## config.mk

```make
export PLATFORM = sky130hd
export DESIGN_NAME = ssm_match
export DESIGN_NICKNAME = d
export VERILOG_FILES = /design/src/rtl/cues_pkg.sv /design/src/rtl/ssm_match_tbl.sv /design/src/rtl/ssm_match.sv
export SDC_FILE = /design/constraint.sdc
export NUM_CORES = 1
export LEC_CHECK = 0
export CAP_MARGIN = 25
export CORE_MARGIN = 1.5
export CORE_UTILIZATION = 55
export CTS_CLUSTER_SIZE = 30
export DETAILED_ROUTE_END_ITERATION = 7
export PLACE_DENSITY = 0.78
export SYNTH_ARGS = -nofsm -noshare
export SYNTH_HDL_FRONTEND = slang
export SYNTH_HIERARCHICAL = 1
export SYNTH_SLANG_ARGS = --single-unit
```

## constraint.sdc

```tcl
create_clock -name clk -period 18.5 [get_ports clk]
set_input_delay 2.775 -clock clk [delete_from_list [all_inputs] [get_ports clk]]
set_output_delay 2.775 -clock clk [all_outputs]
set_load 0.1 [all_outputs]
```

## src/rtl/cues_pkg.sv

```systemverilog
// Shared constants for the sSB match path: field widths, mem_wen encodings and
// the match-stage FSM state type.
package cues_pkg;

  localparam int NODE_W = 16;
  localparam int GEN_W  = 12;
  localparam int OPR_W  = 32;
  localparam int KEY_W  = NODE_W + GEN_W;

  localparam logic [1:0] MW_BYP   = 2'b00;
  localparam logic [1:0] MW_L     = 2'b01;
  localparam logic [1:0] MW_R     = 2'b10;
  localparam logic [1:0] MW_PURGE = 2'b11;

  typedef enum logic [1:0] {
    ST_IDLE = 2'd0,
    ST_LOOK = 2'd1,
    ST_OUT  = 2'd2
  } state_e;

endpackage

```

## src/rtl/ssm_match_tbl.sv

```systemverilog
// Direct-mapped operand match table: flop storage, one compare/read port and
// one write/clear port sharing the same cycle.
module ssm_match_tbl
  import cues_pkg::*;
#(
  parameter int IDX_W = 4
) (
  input  logic             clk,
  input  logic             rst,
  input  logic [IDX_W-1:0] rd_idx_i,
  input  logic [KEY_W-1:0] rd_key_i,
  input  logic             rd_side_i,
  output logic             hit_o,
  output logic             empty_o,
  output logic             conflict_o,
  output logic             key_eq_o,
  output logic [OPR_W-1:0] rd_opr_o,
  input  logic             wr_en_i,
  input  logic             clr_en_i,
  input  logic [IDX_W-1:0] wr_idx_i,
  input  logic             wr_side_i,
  input  logic [KEY_W-1:0] wr_key_i,
  input  logic [OPR_W-1:0] wr_opr_i
);

  localparam int DEPTH = 2 ** IDX_W;

  logic [DEPTH-1:0] v_q;
  logic             side_q [DEPTH];
  logic [KEY_W-1:0] key_q  [DEPTH];
  logic [OPR_W-1:0] opr_q  [DEPTH];

  // Only valid bits need clearing; payload is qualified by them.
  always_ff @(posedge clk or negedge rst) begin
    if (!rst) begin
      v_q <= '0;
    end else if (wr_en_i) begin
      v_q[wr_idx_i] <= 1'b1;
    end else if (clr_en_i) begin
      v_q[wr_idx_i] <= 1'b0;
    end
  end

  always_ff @(posedge clk) begin
    if (wr_en_i) begin
      side_q[wr_idx_i] <= wr_side_i;
      key_q[wr_idx_i]  <= wr_key_i;
      opr_q[wr_idx_i]  <= wr_opr_i;
    end
  end

  always_comb begin
    empty_o    = !v_q[rd_idx_i];
    key_eq_o   = v_q[rd_idx_i] && (key_q[rd_idx_i] == rd_key_i);
    hit_o      = key_eq_o && (side_q[rd_idx_i] != rd_side_i);
    conflict_o = v_q[rd_idx_i] && !hit_o;
    rd_opr_o   = opr_q[rd_idx_i];
  end

endmodule

```

## src/rtl/ssm_match.sv

```systemverilog
// Operand matching stage: parks the first operand of a node+gen pair and emits
// a paired token when its partner arrives; bypass, purge and conflict tokens too.
module ssm_match
  import cues_pkg::*;
#(
  parameter int IDX_W = 4
) (
  input  logic              clk,
  input  logic              rst,
  input  logic              in_send_i_smm,
  output logic              in_ack_o_smm,
  input  logic [NODE_W-1:0] node_i_smm,
  input  logic [GEN_W-1:0]  gen_i_smm,
  input  logic [OPR_W-1:0]  opr_i_smm,
  input  logic [1:0]        mem_wen_i_smm,
  output logic              out_send_o_smm,
  input  logic              out_ack_i_smm,
  output logic [NODE_W-1:0] node_o_smm,
  output logic [GEN_W-1:0]  gen_o_smm,
  output logic [OPR_W-1:0]  opr_l_o_smm,
  output logic [OPR_W-1:0]  opr_r_o_smm,
  output logic              pair_o_smm,
  output logic              ovf_o_smm,
  output logic [IDX_W:0]    occ_o_smm
);

  localparam logic [IDX_W:0] OCC_ONE = 1;

  state_e state_q, state_d;
  logic [NODE_W-1:0] node_q;
  logic [GEN_W-1:0]  gen_q;
  logic [OPR_W-1:0]  opr_q;
  logic [1:0]        mw_q;
  logic              tok_ld;

  logic              out_send_q, out_send_d;
  logic [NODE_W-1:0] node_o_q, node_o_d;
  logic [GEN_W-1:0]  gen_o_q, gen_o_d;
  logic [OPR_W-1:0]  opr_l_q, opr_l_d, opr_r_q, opr_r_d;
  logic              pair_q, pair_d, ovf_q, ovf_d;
  logic [IDX_W:0]    occ_q, occ_d;

  logic              emit, is_pair, is_ovf, wr_en, clr_en;
  logic              tbl_hit, tbl_empty, tbl_conflict, tbl_key_eq;
  logic [OPR_W-1:0]  tbl_opr;
  logic [IDX_W-1:0]  idx;

  assign idx = node_q[IDX_W-1:0] ^ gen_q[IDX_W-1:0];

  ssm_match_tbl #(.IDX_W(IDX_W)) u_tbl (
    .clk        (clk),
    .rst        (rst),
    .rd_idx_i   (idx),
    .rd_key_i   ({node_q, gen_q}),
    .rd_side_i  (mw_q[1]),
    .hit_o      (tbl_hit),
    .empty_o    (tbl_empty),
    .conflict_o (tbl_conflict),
    .key_eq_o   (tbl_key_eq),
    .rd_opr_o   (tbl_opr),
    .wr_en_i    (wr_en),
    .clr_en_i   (clr_en),
    .wr_idx_i   (idx),
    .wr_side_i  (mw_q[1]),
    .wr_key_i   ({node_q, gen_q}),
    .wr_opr_i   (opr_q)
  );

  // Ready is forced low while reset is held.
  assign in_ack_o_smm = rst && (state_q == ST_IDLE);

  always_comb begin
    state_d    = state_q;
    tok_ld     = 1'b0;
    wr_en      = 1'b0;
    clr_en     = 1'b0;
    emit       = 1'b0;
    is_pair    = 1'b0;
    is_ovf     = 1'b0;
    occ_d      = occ_q;
    out_send_d = out_send_q;
    node_o_d   = node_o_q;
    gen_o_d    = gen_o_q;
    opr_l_d    = opr_l_q;
    opr_r_d    = opr_r_q;
    pair_d     = pair_q;
    ovf_d      = ovf_q;
    unique case (state_q)
      ST_IDLE: begin
        if (in_send_i_smm) begin
          tok_ld  = 1'b1;
          state_d = ST_LOOK;
        end
      end
      ST_LOOK: begin
        unique case (mw_q)
          MW_BYP: emit = 1'b1;
          MW_L, MW_R: begin
            if (tbl_empty) begin
              wr_en = 1'b1;
              occ_d = occ_q + OCC_ONE;
            end else if (tbl_hit) begin
              clr_en  = 1'b1;
              occ_d   = occ_q - OCC_ONE;
              emit    = 1'b1;
              is_pair = 1'b1;
            end else if (tbl_conflict) begin
              emit   = 1'b1;
              is_ovf = 1'b1;
            end
          end
          default: begin
            if (tbl_key_eq) begin
              clr_en = 1'b1;
              occ_d  = occ_q - OCC_ONE;
            end
          end
        endcase
        state_d = emit ? ST_OUT : ST_IDLE;
        if (emit) begin
          out_send_d = 1'b1;
          node_o_d   = node_q;
          gen_o_d    = gen_q;
          // Left/right placement follows the token's side, not arrival order.
          opr_l_d    = (is_pair && mw_q == MW_R) ? tbl_opr : opr_q;
          opr_r_d    = !is_pair ? '0 : ((mw_q == MW_R) ? opr_q : tbl_opr);
          pair_d     = is_pair;
          ovf_d      = is_ovf;
        end
      end
      default: begin
        if (out_ack_i_smm) begin
          out_send_d = 1'b0;
          state_d    = ST_IDLE;
        end
      end
    endcase
  end

  always_ff @(posedge clk or negedge rst) begin
    if (!rst) begin
      state_q    <= ST_IDLE;
      node_q     <= '0;
      gen_q      <= '0;
      opr_q      <= '0;
      mw_q       <= '0;
      out_send_q <= 1'b0;
      node_o_q   <= '0;
      gen_o_q    <= '0;
      opr_l_q    <= '0;
      opr_r_q    <= '0;
      pair_q     <= 1'b0;
      ovf_q      <= 1'b0;
      occ_q      <= '0;
    end else begin
      state_q    <= state_d;
      if (tok_ld) begin
        node_q <= node_i_smm;
        gen_q  <= gen_i_smm;
        opr_q  <= opr_i_smm;
        mw_q   <= mem_wen_i_smm;
      end
      out_send_q <= out_send_d;
      node_o_q   <= node_o_d;
      gen_o_q    <= gen_o_d;
      opr_l_q    <= opr_l_d;
      opr_r_q    <= opr_r_d;
      pair_q     <= pair_d;
      ovf_q      <= ovf_d;
      occ_q      <= occ_d;
    end
  end

  assign out_send_o_smm = out_send_q;
  assign node_o_smm     = node_o_q;
  assign gen_o_smm      = gen_o_q;
  assign opr_l_o_smm    = opr_l_q;
  assign opr_r_o_smm    = opr_r_q;
  assign pair_o_smm     = pair_q;
  assign ovf_o_smm      = ovf_q;
  assign occ_o_smm      = occ_q;

endmodule

```

## Word level (Yosys, flattened, before mapping)

Memory sizes are Yosys's and may differ from the RTL's.
Cells that the tools add are included.

| storage, ports and cells | value |
|---|---|
| memories | 3 |
| ROM bits | 0 |
| input bits | 66 |
| flip-flop bits (word level) | 180 |
| bits in writable memories | 976 |
| bits in latches | 0 |
| word-level logic and storage cells | 95 |

| cells by class | value |
|---|---|
| order comparisons | 2 |
| reduce and logical (&&, ||, !) cells | 18 |
| multiplexer cells | 42 |
| $mul | 0 |
| eq/ne operators | 8 |
| div/mod/pow operators | 0 |
| $add $sub $neg | 2 |
| bitwise gates (word level) | 6 |
| shift operators | 0 |

Memory list:

| memory | words | bits a word | read ports | clocked after Yosys merged registers in | wr ports | RTL line | RTL |
|---|---|---|---|---|---|---|---|
| u_tbl.opr_q | 16 | 32 | 1 | 0 | 1 | ssm_match_tbl.sv:31 | `logic [OPR_W-1:0] opr_q [DEPTH];` |
| u_tbl.key_q | 16 | 28 | 1 | 0 | 1 | ssm_match_tbl.sv:30 | `logic [KEY_W-1:0] key_q [DEPTH];` |
| u_tbl.side_q | 16 | 1 | 1 | 0 | 1 | ssm_match_tbl.sv:29 | `logic side_q [DEPTH];` |

Operator list:

| cell | count |
|---|---|
| $mux 32 | 3 |
| $mux 16 | 2 |
| $eq 28x28->1 | 1 |
| $mux 1 | 24 |
| $and 16x16->16 | 1 |
| $not 16->16 | 1 |
| $or 16x16->16 | 1 |
| $mux 5 | 3 |
| $pmux 5 s2 | 1 |
| $logic_and 1x1->1 | 6 |
| $mux 2 | 3 |
| $pmux 1 s2 | 3 |
| $reduce_bool 2->1 | 3 |
| $add 5x1->5 const B | 1 |
| $lt 4x5->1 const B | 1 |
| $sub 5x1->5 const B | 1 |
| $bmux 1 s4 | 1 |
| $demux 1 s4 | 1 |
| $eq 2x1->1 const B | 2 |
| $ge 4x1->1 const B | 1 |
| $logic_not 2->1 | 2 |
| $ne 2x2->1 const B | 2 |
| $pmux 2 s2 | 1 |
| $reduce_and 2->1 | 2 |
| 10 further kinds | 11 |

## Longest topological paths before layout

| depth | value |
|---|---|
| depth in word-level cells | 14 |
| gate-level depth with buffers | 20 |
| gate-level depth less buffers | 15 |

## By module

The synthesis kept the hierarchy.

By module, submodules not included:

| module | cells an instance | times used | area an instance (um^2) |
|---|---|---|---|
| ssm_match_tbl | 1681 | 1 | 38423.1 |
| ssm_match | 498 | 1 | 7244.4 |

## Least setup slack after synthesis

OpenSTA, ideal clock, no wires.

| timing | value |
|---|---|
| path type | input-to-output |
| from | input rst |
| to | output in_ack_o_smm |
| required time | 15.725 ns |
| setup slack | 10.768 ns |
| cell stages on the path | 1 |
| data arrival time | 4.957 ns |
| cell sequence | nor3b_1 |

| on the way | value |
|---|---|
| word-level cells in the longest chain between the ends | 1 |

RTL lines:

| element | RTL line | RTL |
|---|---|---|
| start: declaration | ssm_match.sv:9 | `input logic rst,` |
| $logic_and 1x1->1 | ssm_match.sv:70 | `assign in_ack_o_smm = rst && (state_q == ST_IDLE);` |
| end: declaration | ssm_match.sv:11 | `output logic in_ack_o_smm,` |

No other way between the ends.

==> results.py <==
metrics = {
    "global_route": {
        "antenna_found_initial": 1,
        "overflow": 0,
        "grt_usage_pct": 25.0,
        "grt_pass1_vias": 24128,
        "grt_max_degree": 158,
        "grt_pass1_wl_um": 157000,
    },
    "cells_and_area": {
        "multi_input_area_um2": 11400,
        "final_util_pct": 63.8,
        "syn_to_final_growth_pct": 14.7,
        "nets": 2467,
        "regArea_um2": 33800,
        "drive_gt1_share_pct": 26.9,
        "fill_cells": 5222,
        "postLayoutCellArea_um2": 52400,
    },
    "detailed_routing": {
        "drt-initial-drc-count": 2129,
        "num_vias": 22866,
        "via_per_inst": 6.42,
        "wire_per_inst_um": 29.5,
        "dr.pass1.iters": 5,
        "routed_wl_um": 105000,
        "antenna_left": 0,
        "drc": 0,
    },
    "yosys": {
        "synthSimpleGateAreaFrac_pct": 1.76,
        "synth_top_area_share_pct": 64.2,
        "ys_top_cells_by_count": "edfxtp_1, mux4_2, dfrtp_1",
        "synth_most_common_cell": "edfxtp_1",
        "synth-seq-cells": 1156,
        "synth_flop_cell": "edfxtp_1",
        "synth_top_family_by_area": "multiplexers",
        "muxShareOfSynthArea_pct": 19.9,
        "synth_top_cell_by_area": "edfxtp_1",
        "yosysWarnings": 6,
        "synth_compound_area_share_pct": 1.74,
        "synth_area_um2": 45700,
        "syn_nets": 2250,
        "synth-xor-area-share_pct": 0.882,
        "ys_seq_area_share_pct": 74.0,
        "synthCells": 2179,
        "synthAdderAreaFrac_pct": 0.137,
        "avgSynthCellArea_um2": 21.0,
        "yosys.cell_types.count": 67,
        "synth_edf_count": 976,
        "async_reset_ff_share_pct": 15.6,
        "synth_area_leaders": "edfxtp_1, mux4_2, dfrtp_1",
    },
    "placed_design": {
        "dpl.hpwl_um": 54500,
        "gp_congestion": 0.771,
        "placed_cell_area_um2": 48600,
        "io_buffer_count": 166,
    },
    "clocking": {
        "tritoncts": "built",
        "htreeDepth": 3,
        "clockRootBuffer": "clkbuf_16",
        "post_cts_resized": 0,
        "cts_setup_buffers": 0,
        "cts-buffers-inserted": 111,
        "clkLatencyLatePin_ns": 0.67,
        "cts_buffer_depth": 3,
        "cts.clk_slew.worst_paths_ns": 0.06,
        "ctsHoldBuffers": 0,
        "cts.sinks": 1156,
    },
    "sta": {
        "holdWs_ns": 0.488,
        "maxSlewHeadroom_pct": 23.9,
        "fin_tns_setup_ns": 0,
        "rsz0062_at_grt": "no",
        "timing.final.crit_share_pct": 42.7,
        "clock_skew_ns": 0.0348,
        "finalHoldViolations": 0,
        "tightest_slew_ns": 1.14,
        "setup_violations": 0,
        "drv_slew": 0,
        "min_period_ns": 7.90,
        "fmax_mhz": 127,
    },
    "critical_path": {
        "path_class": "reg -> reg",
        "crit_path_start_kind": "register",
        "cp-end-kind": "register",
        "cp.required_ns": 19.00,
        "arrival_ns": 8.41,
        "path_max_fanout": 52,
    },
    "floorplan": {
        "die_h_um": 291,
        "die_width_um": 291,
        "io-pin-count": 167,
        "core-area_um2": 82100,
        "start_util_pct": 55.6,
        "dieArea_um2": 84800,
        "row_count": 105,
    },
    "job": {
        "cap_violations": 0,
    },
    "run_status": {
        "status": "finished clean",
    },
    "hold_path": {
        "worst_hold_path_type": "reg -> reg",
    },
}
## metal layers
metal / global-route usage [%] / wire [um] / part of all wire (%)
met1: 33.6 / 40900 / 39
met2: 42.4 / 53900 / 51
met3: 4.24 / 7440 / 7.1
met4: 7.38 / 2700 / 2.6
met5: 0 / 0 / 0
## logic make-up (layout without fill, tap and decap cells)
| group | count (synthesis) | count (layout) |
|---|---|---|
| simple gates | 154 | 154 |
| compound gates | 117 | 117 |
| mux | 578 | 578 |
| other cells | 0 | 2 |
| fa+ha+maj | 5 | 5 |
| flops | 1156 | 1156 |
| xor+xnor | 46 | 46 |
| buf+inv | 123 | 431 |
## final timing paths
path | startpoint | endpoint | slack (ns) | depth (start not counted)
max in group asynchronous | rst | gen_q[7]$_DFFE_PN0P_ | 14.72 | 3
min in group asynchronous | rst | opr_q[9]$_DFFE_PN0P_ | 2.05 | 1
worst max-delay path | node_q[0]$_DFFE_PN0P_ | register | 10.60 | 21
worst min register to register | node_o_smm[5]$_DFFE_PN0P_ | node_o_smm[5]$_DFFE_PN0P_ | 0.49 | 1
worst max register to register | node_q[0]$_DFFE_PN0P_ | register | 10.60 | 21
worst min-delay path | node_o_smm[5]$_DFFE_PN0P_ | node_o_smm[5]$_DFFE_PN0P_ | 0.49 | 1
## cells in the final DEF (no fill, tap or decap), drive strengths merged, types with 4 or more instances in the layout
master	instances
clkdlybuf4s50	165
a21oi	5
mux4	243
inv	16
nand3	8
o21ai	46
mux2	211
and3	5
a22o	4
nor3	5
nand4	6
ha	5
nand2b	6
xnor2	26
edfxtp	976
dfrtp	180
mux2i	124
nor2b	7
a22oi	15
bufinv	13
nand2	29
nand3b	6
clkbuf	140
nor2	62
xor2	20
buf	47
o22ai	10
a221oi	11
clkinv	47
## through the flow
stage / instances / setup WS, ns
after global placement: 3347 / 9.92
final: 3559 / 10.60
after detailed placement: 3350 / 9.60
after global routing: 3557 / 9.98
after floorplan: 2179 / 10.77
after CTS: 3554 / 9.56
## worst max-delay path, stage by stage (launching register included)
cell	delay [ns]
dfrtp_1	0.82
xor2_4	0.50
buf_4	0.69
buf_4	0.63
buf_4	0.83
buf_4	0.34
buf_4	0.41
buf_16	0.30
mux2i_1	0.13
a22oi_1	0.22
nand2_1	0.10
a221oi_1	0.35
a31o_1	0.20
and3_1	0.21
nand3_1	0.11
nor2_1	0.25
and3b_2	0.29
mux2i_1	0.09
nor2_1	0.30
or3b_2	0.53
o21ai_0	0.21
o21ai_0	0.12
## layout make-up
type	instances	share of cell area [%]
antenna	2	0.00956
clock buffer	139	5.66
clock inverter	65	1.31
inverter	14	0.100
multi-input combinational	900	21.7
sequential	1156	64.6
tap	1070	2.56
timing repair buffer	213	4.10
## flip-flops by register name, summed over array words and instances, names as in the netlist, 5 cells and up, named ones only
register	count
gen_q	12
u_tbl/side_q	16
occ_o_smm	5
opr_l_o_smm	32
opr_r_o_smm	32
node_o_smm	16
node_q	16
opr_q	32
u_tbl/key_q	448
gen_o_smm	12
u_tbl/opr_q	512
Power is left out: the tool's default activity adds up to more than one toggle a clock period on the data nets, which glitch-free logic cannot reach.
